File: config.mk
export PLATFORM = sky130hd
export DESIGN_NAME = count_sequencer
export DESIGN_NICKNAME = d
export VERILOG_FILES = /design/src/rtl/count_sequencer.sv
export SDC_FILE = /design/constraint.sdc
export NUM_CORES = 1
export LEC_CHECK = 0
export ABC_AREA = 1
export CAP_MARGIN = 40
export CORE_MARGIN = 1.5
export CORE_UTILIZATION = 60
export DETAILED_ROUTE_END_ITERATION = 8
export DONT_BUFFER_PORTS = 1
export GPL_ROUTABILITY_DRIVEN = 0
export PLACE_DENSITY_LB_ADDON = 0.08
export RECOVER_POWER = 25
export SLEW_MARGIN = 10
export SYNTH_ARGS = -nofsm -noshare
export SYNTH_HDL_FRONTEND = slang
export SYNTH_SLANG_ARGS = --single-unit
File: constraint.sdc
create_clock -name ClkIn -period 5.5 [get_ports ClkIn]
set_clock_uncertainty 0.2 [all_clocks]
set_input_delay 1.1 -clock ClkIn [delete_from_list [all_inputs] [get_ports ClkIn]]
set_output_delay 1.1 -clock ClkIn [all_outputs]
set_load 0.02 [all_outputs]
File: src/rtl/count_sequencer.sv
// count_sequencer: run/stop/step controller for a W-bit counter, driven by
// prescaled enable ticks in the ClkIn domain.
// Ports: ClkIn/Rst (async, active-high); StartBtn/StopBtn/StepBtn raw
// buttons; RateSel tick rate; AutoStop/Limit terminal count;
// Count/Tick/Wrap registered count + pulses; Busy (RUN); State encoding.
module count_sequencer #(
  parameter int N = 5,
  parameter int W = 4
) (
  input  logic         ClkIn,
  input  logic         Rst,
  input  logic         StartBtn,
  input  logic         StopBtn,
  input  logic         StepBtn,
  input  logic [1:0]   RateSel,
  input  logic         AutoStop,
  input  logic [W-1:0] Limit,
  output logic [W-1:0] Count,
  output logic         Tick,
  output logic         Wrap,
  output logic         Busy,
  output logic [1:0]   State
);

  typedef enum logic [1:0] {
    S_IDLE  = 2'b00,
    S_RUN   = 2'b01,
    S_PAUSE = 2'b10,
    S_DONE  = 2'b11
  } state_t;

  state_t         r_state;
  state_t         w_state_nxt;
  logic [2:0]     r_sync1;
  logic [2:0]     r_sync2;
  logic [2:0]     r_hist;
  logic [2:0]     w_btn;
  logic [2:0]     w_pulse;
  logic           w_start;
  logic           w_stop;
  logic           w_step;
  logic [N+1:0]   r_presc;
  logic [N+1:0]   w_mask;
  logic           w_evt;
  logic [W-1:0]   r_count;
  logic [W-1:0]   w_cnt_nxt;
  logic [W-1:0]   w_cnt_p1;
  logic           w_inc;
  logic           w_presc_clr;
  logic           r_tick;
  logic           r_wrap;

  assign w_btn = {StepBtn, StopBtn, StartBtn};

  // two sync stages plus a history flop; one pulse per rising edge
  always_ff @(posedge ClkIn or posedge Rst) begin
    if (Rst) begin
      r_sync1 <= '0;
      r_sync2 <= '0;
      r_hist  <= '0;
    end else begin
      r_sync1 <= w_btn;
      r_sync2 <= r_sync1;
      r_hist  <= r_sync2;
    end
  end

  assign w_pulse = r_sync2 & ~r_hist;
  assign w_start = w_pulse[0];
  assign w_stop  = w_pulse[1];
  assign w_step  = w_pulse[2];

  // low K = N-2+RateSel bits all ones marks a tick event
  always_comb begin
    w_mask = '0;
    for (int i = 0; i < N + 2; i++) begin
      w_mask[i] = (i < (N - 2 + int'(RateSel)));
    end
  end

  assign w_evt = (r_state == S_RUN) &&
                 ((r_presc & w_mask) == w_mask);

  assign w_cnt_p1 = r_count + W'(1);

  always_ff @(posedge ClkIn or posedge Rst) begin
    if (Rst) begin
      r_state <= S_IDLE;
    end else begin
      r_state <= w_state_nxt;
    end
  end

  // Stop outranks Start, which outranks Step
  always_comb begin
    w_state_nxt = r_state;
    w_cnt_nxt   = r_count;
    w_inc       = 1'b0;
    w_presc_clr = 1'b0;
    unique case (r_state)
      S_IDLE: begin
        if (!w_stop) begin
          if (w_start) begin
            w_cnt_nxt   = '0;
            w_state_nxt = S_RUN;
            w_presc_clr = 1'b1;
          end else if (w_step) begin
            w_inc = 1'b1;
          end
        end
      end
      S_RUN: begin
        if (w_stop) begin
          w_state_nxt = S_PAUSE;
        end else if (w_evt) begin
          w_inc = 1'b1;
          if (AutoStop && (w_cnt_p1 == Limit)) begin
            w_state_nxt = S_DONE;
          end
        end
      end
      S_PAUSE: begin
        if (w_stop) begin
          w_cnt_nxt   = '0;
          w_state_nxt = S_IDLE;
        end else if (w_start) begin
          w_state_nxt = S_RUN;
          w_presc_clr = 1'b1;
        end else if (w_step) begin
          w_inc = 1'b1;
          if (AutoStop && (w_cnt_p1 == Limit)) begin
            w_state_nxt = S_DONE;
          end
        end
      end
      S_DONE: begin
        if (w_stop) begin
          w_state_nxt = S_IDLE;
        end else if (w_start) begin
          w_cnt_nxt   = '0;
          w_state_nxt = S_RUN;
          w_presc_clr = 1'b1;
        end
      end
    endcase
    if (w_inc) begin
      w_cnt_nxt = w_cnt_p1;
    end
  end

  always_ff @(posedge ClkIn or posedge Rst) begin
    if (Rst) begin
      r_count <= '0;
      r_tick  <= 1'b0;
      r_wrap  <= 1'b0;
      r_presc <= '0;
    end else begin
      r_count <= w_cnt_nxt;
      r_tick  <= w_inc;
      r_wrap  <= w_inc && (r_count == '1);
      if (w_presc_clr) begin
        r_presc <= '0;
      end else if (r_state == S_RUN) begin
        r_presc <= r_presc + 1'b1;
      end
    end
  end

  always_comb begin
    Count = r_count;
    Tick  = r_tick;
    Wrap  = r_wrap;
    State = r_state;
    Busy  = (r_state == S_RUN);
  end

endmodule

# Word-level counts from Yosys, hierarchy flattened
# Index checks and enable logic that the tools add are counted.
# op_classes
n_addsub	3
mul	0
div	0
n_lt_le_gt_ge	7
n_eq_ne	12
n_shift	0
muxes	26
bitwise	3
n_reduce_logical	11
# op_table
operator	count
3-bit by 32-bit < comparator with 1-bit output, first input constant	2
4-bit by 32-bit < comparator with 1-bit output, first input constant	2
1-bit by 32-bit < comparator with 1-bit output, first input constant	1
2-bit by 32-bit < comparator with 1-bit output, first input constant	1
2-bit 2-to-1 mux	9
4-bit 2-to-1 mux	4
7-bit 2-to-1 mux	2
1-bit 2-to-1 mux	8
2-bit case mux with 4 select lines	1
4-bit case mux with 2 select lines	1
7-bit by 1-bit adder with 7-bit output, second input constant	1
7-bit AND	1
7-bit equality test	1
3-bit by 1-bit != test with 1-bit output, second input constant	2
4-bit by 1-bit adder with 4-bit output, second input constant	1
2-bit equality test, second input constant	2
4-bit equality test	1
4-bit equality test, second input constant	1
4-bit != test, second input constant	1
4-bit AND reduction	1
2-bit OR reduction	2
2-bit by 2-bit adder with 3-bit output, first input constant	1
3-bit AND	1
1-bit logical AND	3
other kinds (12)	12
# word_totals
reg_bits	24
latchBits	0
ramBits	0
rom_bits	0
in_bits	12
out_inout_bits	9
elab_cells	70
n_memories	0

# Longest topological paths before layout
# Gate-level depths: netlist (run 1).
# depth
depth_word	10
mapped_depth	13
depth_no_buf	13

# Least setup slack after synthesis (run 1)
# Ideal clock, no wire load.
# synth_path
path_kind	in2reg
startpoint	in RateSel[1]
endpoint	reg r_count[2] (netlist: Count[2])
setup_time_ps	118
arrival_time_ps	2053
required_time_ps	5182
slack_ps	3129
stages	11
path_buffers	0
path_cell_list	inv_1 ha_1 nand2_1 nand2_1 nand2_1 nor2_1 nand3_2 nand2_1 nand2_2 nand3_1 nand2_1
# synth_via
elab_chain_len	10
elab_cells_between_ends	20
# synth_rtl
item	line	source
start, declared	15	input logic [1:0] RateSel,
2-bit by 2-bit adder with 3-bit output *	77	w_mask[i] = (i < (N - 2 + int'(RateSel)));
1-bit by 32-bit < comparator with 1-bit output, or another cell as far along	77	
7-bit AND	82	((r_presc & w_mask) == w_mask);
7-bit equality test *	82	
1-bit logical AND *	81	assign w_evt = (r_state == S_RUN) &&
1-bit 2-to-1 mux *	115	end else if (w_evt) begin
1-bit 2-to-1 mux *	113	if (w_stop) begin
1-bit case mux with 2 select lines *	100	unique case (r_state)
3-bit != test (no source line), or another cell as far along	-	
4-bit AND reduction (no source line)	-	
end signal, assigned	158	r_count <= w_cnt_nxt;
end, declared	45	logic [W-1:0] r_count;
# Mark *: on every way between the ends. The rest lies on a longest branch, timed or not.
# A chain may end at the register's enable or synchronous reset.

# Final worst setup path (run 1)
# layout_path
startpoint	reg r_state[1] (netlist: State[1])
endpoint	out Busy
# layout_via
elab_chain_len	1
# layout_rtl
item	line	source
start, declared	32	state_t r_state;
start signal, assigned	90	r_state <= w_state_nxt;
2-bit by 1-bit equality test with 1-bit output	174	Busy = (r_state == S_RUN);
end, declared	21	output logic Busy,
# Every way passes these cells.

==> metrics.md, run 1 <==
| Metric | Value |
|---|---|
| Status | `complete, no violations` |
| CP Max Fanout | `6` |
| Final TNS setup | `0 ns` |
| WL final | `~2600 um` |
| EDFF count, synth | `0` |
| CP Data Required Time | `approximately 4.2 ns` |
| Area Growth Syn to Fin | `8.03%` |
| DP HPWL | `2010 um` |
| Pwr dens | `roughly 390 nW/um^2` |
| Drt wl/cell | `~12 um` |
| Initial antenna violation count | `0` |
| Hold Crit Class | `reg2reg` |
| CTS Sinks | `24` |
| Vias in the first global route | `1118` |
| I/O pin count | `21` |
| Tot GR Track Use | `~22%` |
| Vias | `~1.2k` |
| GR Overflow Total | `0` |
| Post-CTS setup buffers | `0` |
| First-pass GRT wire length | `around 4500 um` |
| MaxCap Viol Count | `0` |
| Die height | `51.9 um` |
| Synth Flop Type | `dfrtp_1` |
| CTS Hold Bufs | `0` |
| Worst setup SP type | `flip-flop` |
| RSZ-0062 raised after global routing | `no` |
| Root Buffer | `clkbuf_4` |
| Worst-Skew Late Latency | `0.32 ns` |
| Layout cells sized above 1 | `between 10% and 20%` |
| DR pass1 iterations | `4` |
| H-Tree Depth | `1` |
| Final WS setup | `around 2.7 ns` |
| Site row count | `17` |
| Post-CTS sizing | `0` |
| Final setup violating endpoints | `0` |
| Pre-CTS setup slack | `3.01 ns` |
| Ys async rst share | `100%` |
| Yosys reg bits | `24` |
| Final slew viol count | `0` |
| Max Fclk | `363 MHz` |
| Die width | `a little over 50 um` |
| Slew headroom | `74.0%` |
| Cells after synthesis | `between 150 and 200` |
| Sequential fraction of the synthesis area | `a little over two fifths` |
| Post-synth design cell area | `between 1000 and 1500 sq um` |
| Starting density of the core | `roughly 64%` |
| CTS tree | `yes` |
| Tmin final | `2.75 ns` |
| Top cells by count, synth | `nand2_1 (47), inv_1 (33), dfrtp_1 (24)` |
| Leak | `about 0.8 nW` |
| Yosys warns | `0` |
| CTS Buffer Depth | `2` |
| PortBufs | `0` |
| Final ANT Viol Nets | `0` |
| Top-count cell post-synth | `nand2_1` |
| Slew @ Worst Pin | `approximately 0.39 ns` |
| Fin nets | `roughly 210` |
| Worst vdd ir | `roughly 0.24 mV` |
| Syn Area/Cell | `between 7 and 8 sq um` |
| Yosys cell types | `26` |
| Setup CP Type | `reg2out` |
| Post-synth top area share | `about two fifths` |
| Clk slew on worst S/H paths | `around 0.13 ns` |
| Initial drt markers | `29` |
| Period utilization | `between 50% and 60%` |
| Worst setup EP type | `primary output` |
| Largest net degree at the start of global routing | `19` |
| Synth area leaders | `dfrtp_1 (42%), nand2_1 (12%), ha_1 (10%)` |
| ANT cells | `0` |
| Vias/cell | `roughly 5.4` |
| Cell taking the most area after synthesis | `dfrtp_1` |
| Fin. Hold Viols | `0` |
| Syn_nets | `around 210` |
| Critical Path AT | `~1.5 ns` |
| Drt drc | `0` |
| CTS buffer count | `3` |
| Die area | `approximately 2700 sq um` |
| Core outline area | `approximately 2200 sq um` |
-- flip-flops by register name (all words and copies together), names as in the netlist --
register / flops
State: 2
r_presc: 7
r_sync2: 3
Wrap: 1
r_hist: 3
r_sync1: 3
Count: 4
Tick: 1
-- worst max-delay path, cell delays in order (launching register included) --
cell and delay (ns):
dfrtp_1 0.53, inv_1 0.20, ha_1 0.40
-- through the flow --
stage                     area [sq um]  hold slack [ns]  utilization [%]  total power, mW  cells
after floorplan                   1430            0.131                -            0.421    182
after global placement            1470            0.134             65.7            0.458    210
after detailed placement          1500            0.135             66.9            0.471    211
after CTS                         1550            0.166             69.3            0.601    215
after global routing              1550            0.169             69.3            0.648    215
final                             1550            0.164             69.3            0.597    215
-- area by class of cell --
type / count / area [sq um]
clock buffers: 3 / 22.5
clock inverters: 1 / 30.0
fillers: 191 / 686
inverters: 36 / 135
multi-input cells: 122 / 697
flip-flops and latches: 24 / 601
well taps: 28 / 35.0
repair buffers: 1 / 27.5
-- cell families (layout without fill, tap and decap cells) --
| kind of cell | count (synthesis) | in the layout | synth area share (%) |
|---|---|---|---|
| and+or+nand+nor | 88 | 88 | 28.4 |
| buffers and inverters | 36 | 41 | 9.43 |
| DFF | 24 | 24 | 41.9 |
| AOI/OAI and AO/OA | 22 | 22 | 9.78 |
| adders and majority gates | 12 | 12 | 10.5 |
-- routing by layer --
layer / GRT usage, % / share of wire [%] / up-vias
li1: - / - / 582
met1: 28.0 / 47 / 536
met2: 38.6 / 48 / 32
met3: 4.60 / 4.6 / 2
met4: 6.14 / 0.66 / 0
met5: 0 / 0 / -
-- cell usage in the layout, fill, tap and decap left out --
master     count
a21boi_0       1
a21oi_1        2
a21oi_4        1
a22oi_1        1
a31oi_1        1
buf_16         1
bufinv_16      1
clkbuf_4       3
dfrtp_1       24
ha_1          12
inv_1         33
inv_2          3
nand2_1       47
nand2_2        2
nand3_1       14
nand3_2        1
nand3b_1       1
nand4_1        3
nor2_1        10
nor2_2         3
nor2_4         1
nor3_1         2
nor3_2         2
nor3b_1        1
o2111ai_2      1
o21a_1         1
o21ai_0       10
o21ai_1        4
or2_2          1
-- path summary, 6_finish.rpt --
path / to / start / cells after the start / slack (ns)
max: Busy / State[1]$_DFFE_PP0P_ / 2 / 2.75
min: r_sync2[2]$_DFF_PP0_ / r_sync1[2]$_DFF_PP0_ / 0 / 0.16
max reg2reg: Count[2]$_DFFE_PP0P_ / State[1]$_DFFE_PP0P_ / 9 / 3.27
min reg2reg: r_sync2[2]$_DFF_PP0_ / r_sync1[2]$_DFF_PP0_ / 0 / 0.16
max in group asynchronous: State[1]$_DFFE_PP0P_ / Rst / 2 / 4.31
min in group asynchronous: r_sync1[1]$_DFF_PP0_ / Rst / 1 / 0.40
-- where the power goes --
part / switching [mW] / leakage (nW) / internal (mW)
combinational: 0.140 / 0.474 / 0.0769
sequential: 0.0495 / 0.308 / 0.202
clock: 0.0542 / 0.0279 / 0.0737
total: 0.244 / 0.810 / 0.353
No activity file was read; power rests on OpenSTA's default activity.
==> run 2, diff against run 1 <==
CORE_UTILIZATION = 56   (was 60)
clock period = 2.4 ns   (was 5.5 ns; I/O delays follow)
==> metrics.md, run 2 (same netlist as run 1, synthesis figures left out) <==
| Metric | Value |
|---|---|
| Status | `complete, no violations` |
| Power Total | `1.38 mW (+130%)` |
| CP Data Required Time | `1.72 ns (-2.48 ns)` |
| Vias/cell | `5.17 (-3.5%)` |
| Vias | `1148 (-0.35%)` |
| Slew headroom | `75.0% (+1.0 points)` |
| Most common cell after layout, fill and taps aside | `nand2_1` |
| Die area | `2870 sq um (+6.7%)` |
| Tot GR Track Use | `22.1% (-0.13 points)` |
| Worst setup SP type | `flip-flop` |
| Die height | `53.6 um (+3.3%)` |
| PortBufs | `0 (unchanged)` |
| Reg with most FFs | `r_presc` |
| Fin. Hold Viols | `0 (unchanged)` |
| Pre-CTS setup slack | `0.452 ns (-2.56 ns)` |
| Final WS setup | `0.241 ns (-2.51 ns)` |
| Worst setup EP type | `primary output` |
| Final ANT Viol Nets | `0 (unchanged)` |
| Root Buffer | `clkbuf_4` |
| CTS Buffer Depth | `2 (unchanged)` |
| Tmin final | `around 2.2 ns` |
| Final slew viol count | `0 (unchanged)` |
| Critical Path Max Stage Delay | `0.58 ns (+0.05 ns)` |
| Met1 global-route usage | `28.2% (+0.28 points)` |
| Initial antenna violation count | `0 (unchanged)` |
| DP HPWL | `1990 um (-1.1%)` |
| Slowest stage cell, crit path | `dfrtp_1` |
| MaxCap Viol Count | `0 (unchanged)` |
| Worst-Skew Late Latency | `0.31 ns (about the same)` |
| Grt met2 use | `37.7% (-0.95 points)` |
| RSZ-0062 raised after global routing | `no` |
| Slew @ Worst Pin | `0.376 ns (-0.0150 ns)` |
| Drt drc | `0 (unchanged)` |
| CTS Sinks | `24 (unchanged)` |
| Layout cells sized above 1 | `10.9% (+0.24 points)` |
| Max Fclk | `463 MHz` |
| Leak | `0.824 nW (+1.7%)` |
| CTS tree | `yes` |
| Reg-to-reg endpoint | `State[0]$_DFFE_PP0P_` |
| Hold Path Stages | `0 (unchanged)` |
| Setup CP Type | `reg2out` |
| Die width | `53.6 um (+3.3%)` |
| Post-Layout Cell Count | `222 (+3.3%)` |
| Fillers | `222 (+16%)` |
| Most frequent cells in the layout | `nand2_1 (47), inv_1 (33), dfrtp_1 (24)` |
| Clk slew on worst S/H paths | `0.14 ns (about the same)` |
| Drt wl/cell | `11.8 um (-1.7%)` |
| Worst vdd ir | `0.675 mV (+180%)` |
| Area Growth Syn to Fin | `10.1%` |
| Largest net degree at the start of global routing | `25 (+6)` |
| Core outline area | `2450 sq um (+9.9%)` |
| GR Overflow Total | `0 (unchanged)` |
| Largest register FFs | `7 (unchanged)` |
| Final TNS setup | `0 ns (unchanged)` |
| CP Max Fanout | `6 (unchanged)` |
| Site row count | `18 (+1)` |
| Starting density of the core | `58.4% (-5.8 points)` |
| Worst r2r src | `State[0]$_DFFE_PP0P_` |
| First-pass GRT wire length | `4650 um (+2.3%)` |
| Fin nets | `217 (+2.4%)` |
| Pwr dens | `873 nW/um^2 (+130%)` |
| Crit path cell chain | `inv_1, ha_1, buf_4` |
| Vias in the first global route | `1143 (+2.2%)` |
| Critical Path AT | `1.48 ns (+0.03 ns)` |
| Most used routing layer | `met2` |
| Hold endpoint | `r_sync2[0]$_DFF_PP0_` |
| ANT cells | `0 (unchanged)` |
| Hold Crit Class | `reg2reg` |
| H-Tree Depth | `1 (unchanged)` |
| Dpl cells | `214 (+1.4%)` |
| DR pass1 iterations | `4 (unchanged)` |
| CTS buffer count | `3 (unchanged)` |
| GRT met3 Usage | `4.44% (-0.15 points)` |
| WL final | `2630 um (+1.5%)` |
| Hold path start | `r_sync1[0]$_DFF_PP0_` |
| Post-CTS setup buffers | `0 (unchanged)` |
| I/O pin count | `21 (unchanged)` |
| Reg2Reg Setup Slack | `0.42 ns (-2.85 ns)` |
| Initial drt markers | `24 (-17%)` |
| Cells on worst reg2reg path | `10 (+1)` |
| Period utilization | `between 80% and 90%` |
| Final setup violating endpoints | `0 (unchanged)` |
==> run 2: final cells by class <==
| type | instances | area [sq um] | share of cell area [%] |
|---|---|---|---|
| Timing Repair Buffer | 6 | 55.1 | 3.49 |
| Multi-Input combinational cell | 122 | 697 | 44.2 |
| Tap cell | 30 | 37.5 | 2.38 |
| Inverter | 36 | 135 | 8.56 |
| Clock buffer | 3 | 22.5 | 1.43 |
| Clock inverter | 1 | 30.0 | 1.90 |
| Sequential cell | 24 | 601 | 38.1 |
==> run 2: how the worst max path moves through the flow <==
stage / cells past startpoint / start / endpoint / slack [ns]
2_1_floorplan: 9 / State[1]$_DFFE_PP0P_ / Count[2]$_DFFE_PP0P_ / 0.43
3_3_place_gp: 8 / State[1]$_DFFE_PP0P_ / Count[2]$_DFFE_PP0P_ / 0.49
3_5_place_dp: 10 / State[0]$_DFFE_PP0P_ / State[0]$_DFFE_PP0P_ / 0.45
4_1_cts: 3 / State[1]$_DFFE_PP0P_ / Busy / 0.24
5_1_grt: 3 / State[1]$_DFFE_PP0P_ / Busy / 0.19
6_report: 3 / State[1]$_DFFE_PP0P_ / Busy / 0.24
==> run 2: worst max-delay path: cells and delay by family (launching register included) <==
family | cells | cell delay (ns)
fa+ha+maj | 1 | 0.24
buf+inv | 2 | 0.34
flops | 1 | 0.58
==> run 2: timing repair <==
item,in CTS,in global routing
hold buffers,4,0
endpoints found under the hold margin,27,0
resized for setup,0,0
==> run 2: through the flow <==
| stage | cell area [sq um] | utilization, % | hold slack [ns] |
|---|---|---|---|
| finish | 1580 | 64.3 | 0.166 |
| global route | 1580 | 64.3 | 0.173 |
| CTS | 1580 | 64.3 | 0.169 |
| detailed placement | 1490 | 60.5 | 0.138 |
| global placement | 1490 | 60.5 | 0.135 |
| floorplan | 1430 | - | 0.131 |
==> run 2: layer usage <==
| metal | routed length [um] | vias to the layer above | part of all wire (%) |
|---|---|---|---|
| met3 | 97 | 2 | 3.7 |
| met5 | 0 | - | 0 |
| li1 | - | 592 | - |
| met1 | 1250 | 529 | 48 |
| met4 | 14 | 0 | 0.53 |
| met2 | 1270 | 25 | 48 |
==> run 2: report_power, final <==
part           internal [mW]  switching, mW  total [mW]  leakage [nW]
clock                  0.169          0.126       0.294        0.0279
combinational          0.184          0.328       0.512         0.488
sequential             0.464          0.108       0.572         0.308
==> run 3, diff against run 2 <==
GPL_TIMING_DRIVEN = 0   (was not set)
==> metrics.md, run 3 (same netlist as run 1, synthesis figures left out) <==
| Metric | Value |
|---|---|
| Largest register FFs | `7 (unchanged)` |
| Area Growth Syn to Fin | `11.2%` |
| Die height | `53.6 um (unchanged)` |
| Hold Crit Class | `reg2reg` |
| CP most frequent cell | `nand2_1` |
| Status | `complete, no violations` |
| DP HPWL | `2060 um (+3.5%)` |
| CTS Sinks | `24 (unchanged)` |
| Period utilization | `87.1% (-2.9 points)` |
| Reg-to-reg endpoint | `Count[3]$_DFFE_PP0P_` |
| WL final | `2690 um (+2.1%)` |
| CP Capture Point | `Count[3]$_DFFE_PP0P_` |
| CP Data Required Time | `2.43 ns (+0.71 ns)` |
| Site row count | `18 (unchanged)` |
| MaxCap Viol Count | `0 (unchanged)` |
| Vias in the first global route | `1131 (-1.0%)` |
| Worst r2r src | `State[1]$_DFFE_PP0P_` |
| Post-layout util | `64.9% (+0.61 points)` |
| Die width | `53.6 um (unchanged)` |
| Post-CTS setup buffers | `0 (unchanged)` |
| Vias | `1177 (+2.5%)` |
| Core outline area | `2450 sq um (unchanged)` |
| CP Max Fanout | `9 (+3)` |
| Hold Path Stages | `0 (unchanged)` |
| Crit path cell chain | `inv_1, ha_2, inv_2, nor2_1, nand3_2, nand2_1, nand2_2, nand3_1, nand2_1` |
| ANT cells | `0 (unchanged)` |
| I/O pin count | `21 (unchanged)` |
| Slew @ Worst Pin | `0.386 ns (+0.0108 ns)` |
| Root Buffer | `clkbuf_4` |
| RSZ-0062 raised after global routing | `no` |
| Final ANT Viol Nets | `0 (unchanged)` |
| Clk slew on worst S/H paths | `0.14 ns (about the same)` |
| Drt wl/cell | `12.1 um (+2.6%)` |
| Final setup violating endpoints | `0 (unchanged)` |
| Reg2Reg Setup Slack | `0.31 ns (-0.11 ns)` |
| Slowest stage cell, crit path | `dfrtp_1` |
| Fillers | `214 (-3.6%)` |
| Critical path origin | `State[1]$_DFFE_PP0P_` |
| Critical Path AT | `2.12 ns (+0.64 ns)` |
| First-pass GRT wire length | `4490 um (-3.4%)` |
| CTS buffer count | `3 (unchanged)` |
| Starting density of the core | `58.4% (unchanged)` |
| Area of the multi-input gates | `699 sq um (+0.36%)` |
| Vias/cell | `5.33 (+3.0%)` |
| CTS tree | `yes` |
| Fin nets | `216 (-0.46%)` |
| Slew headroom | `74.2% (-0.72 points)` |
| Worst vdd ir | `0.773 mV (+15%)` |
| Critical Path Max Stage Delay | `0.53 ns (-0.05 ns)` |
| Worst setup EP type | `flip-flop` |
| Reg with most FFs | `r_presc` |
| Tot GR Track Use | `21.6% (-0.55 points)` |
| Worst setup SP type | `flip-flop` |
| Initial antenna violation count | `0 (unchanged)` |
| Initial drt markers | `39 (+63%)` |
| Pwr dens | `864 nW/um^2 (-1.1%)` |
| Final TNS setup | `0 ns (unchanged)` |
| Drt drc | `0 (unchanged)` |
| Leak | `0.825 nW (+0.14%)` |
| Max Fclk | `478 MHz (+3.3%)` |
| Worst-Skew Late Latency | `0.32 ns (about the same)` |
| Cells on worst reg2reg path | `9 (-1)` |
| Tmin final | `2.09 ns (-0.0689 ns)` |
| Fin. Hold Viols | `0 (unchanged)` |
| Critical path's top delay family | `simple AND/OR/NAND/NOR gates` |
| Storage element area | `601 sq um (unchanged)` |
| Critical path buffers and inverters | `2 (unchanged)` |
| PortBufs | `0 (unchanged)` |
| DR pass1 iterations | `4 (unchanged)` |
| Die area | `2870 sq um (unchanged)` |
| Post-Layout Cell Count | `221 (-0.45%)` |
| Dpl cells | `213 (-0.47%)` |
| GR Overflow Total | `0 (unchanged)` |
| Most frequent cells in the layout | `nand2_1 (47), inv_1 (33), dfrtp_1 (24)` |
| Final slew viol count | `0 (unchanged)` |
| Largest net degree at the start of global routing | `20 (-20%)` |
| Layout cells sized above 1 | `11.0% (+0.057 points)` |
| Setup CP Type | `reg2reg` |
| CTS Buffer Depth | `2 (unchanged)` |
| Most common cell after layout, fill and taps aside | `nand2_1` |
| WP depth | `9 (+6)` |
| H-Tree Depth | `1 (unchanged)` |
## run 3: metal layers
| metal | GRT usage, % | routed length, um |
|---|---|---|
| met5 | 0 | 0 |
| met2 | 36.4 | 1310 |
| met1 | 27.6 | 1230 |
| met3 | 4.17 | 112 |
| met4 | 7.69 | 37 |
## run 3: worst min path at each step
stage	startpoint	end	slack (ns)
2_1_floorplan	r_sync1[0]$_DFF_PP0_	r_sync2[0]$_DFF_PP0_	0.13
3_3_place_gp	r_sync1[0]$_DFF_PP0_	r_sync2[0]$_DFF_PP0_	0.14
3_5_place_dp	Rst	r_hist[1]$_DFF_PP0_	0.14
4_1_cts	r_sync1[2]$_DFF_PP0_	r_sync2[2]$_DFF_PP0_	0.17
5_1_grt	r_sync1[2]$_DFF_PP0_	r_sync2[2]$_DFF_PP0_	0.17
6_report	r_sync1[2]$_DFF_PP0_	r_sync2[2]$_DFF_PP0_	0.17
## run 3: area by class of cell
| type | count | area share, % |
|---|---|---|
| clock buffers | 3 | 1.41 |
| repair buffers | 5 | 4.24 |
| well taps | 30 | 2.36 |
| inverters | 36 | 8.48 |
| multi-input cells | 122 | 43.9 |
| clock inverters | 1 | 1.89 |
| flip-flops and latches | 24 | 37.7 |
## run 3: where the power goes
group | switching, mW | total, mW | internal [mW]
clock | 0.129 | 0.298 | 0.169
sequential | 0.107 | 0.571 | 0.464
combinational | 0.323 | 0.506 | 0.183
## run 3: what timing repair did
action / 4_1_cts / 5_1_grt
resized for setup: 0 / 1
hold buffers: 4 / 0
endpoints found under the setup margin: 0 / 3
hold endpoints to repair: 8 / 0
## run 3: metrics by stage
stage               setup slack, ns  hold slack (ns)  power [mW]  area [sq um]
global route                  0.118            0.173        1.50          1590
finish                        0.310            0.167        1.38          1590
detailed placement            0.189            0.138        1.07          1500
global placement              0.221            0.135        1.05          1470
CTS                           0.169            0.170        1.37          1590
floorplan                     0.432            0.131       0.964          1430
## run 3: worst register-to-register path, delay by kind of cell, from the launching register on
kind          cells  cell delay [ns]
fa+ha+maj         1             0.32
flops             1             0.53
buf+inv           2             0.31
simple gates      6             0.63
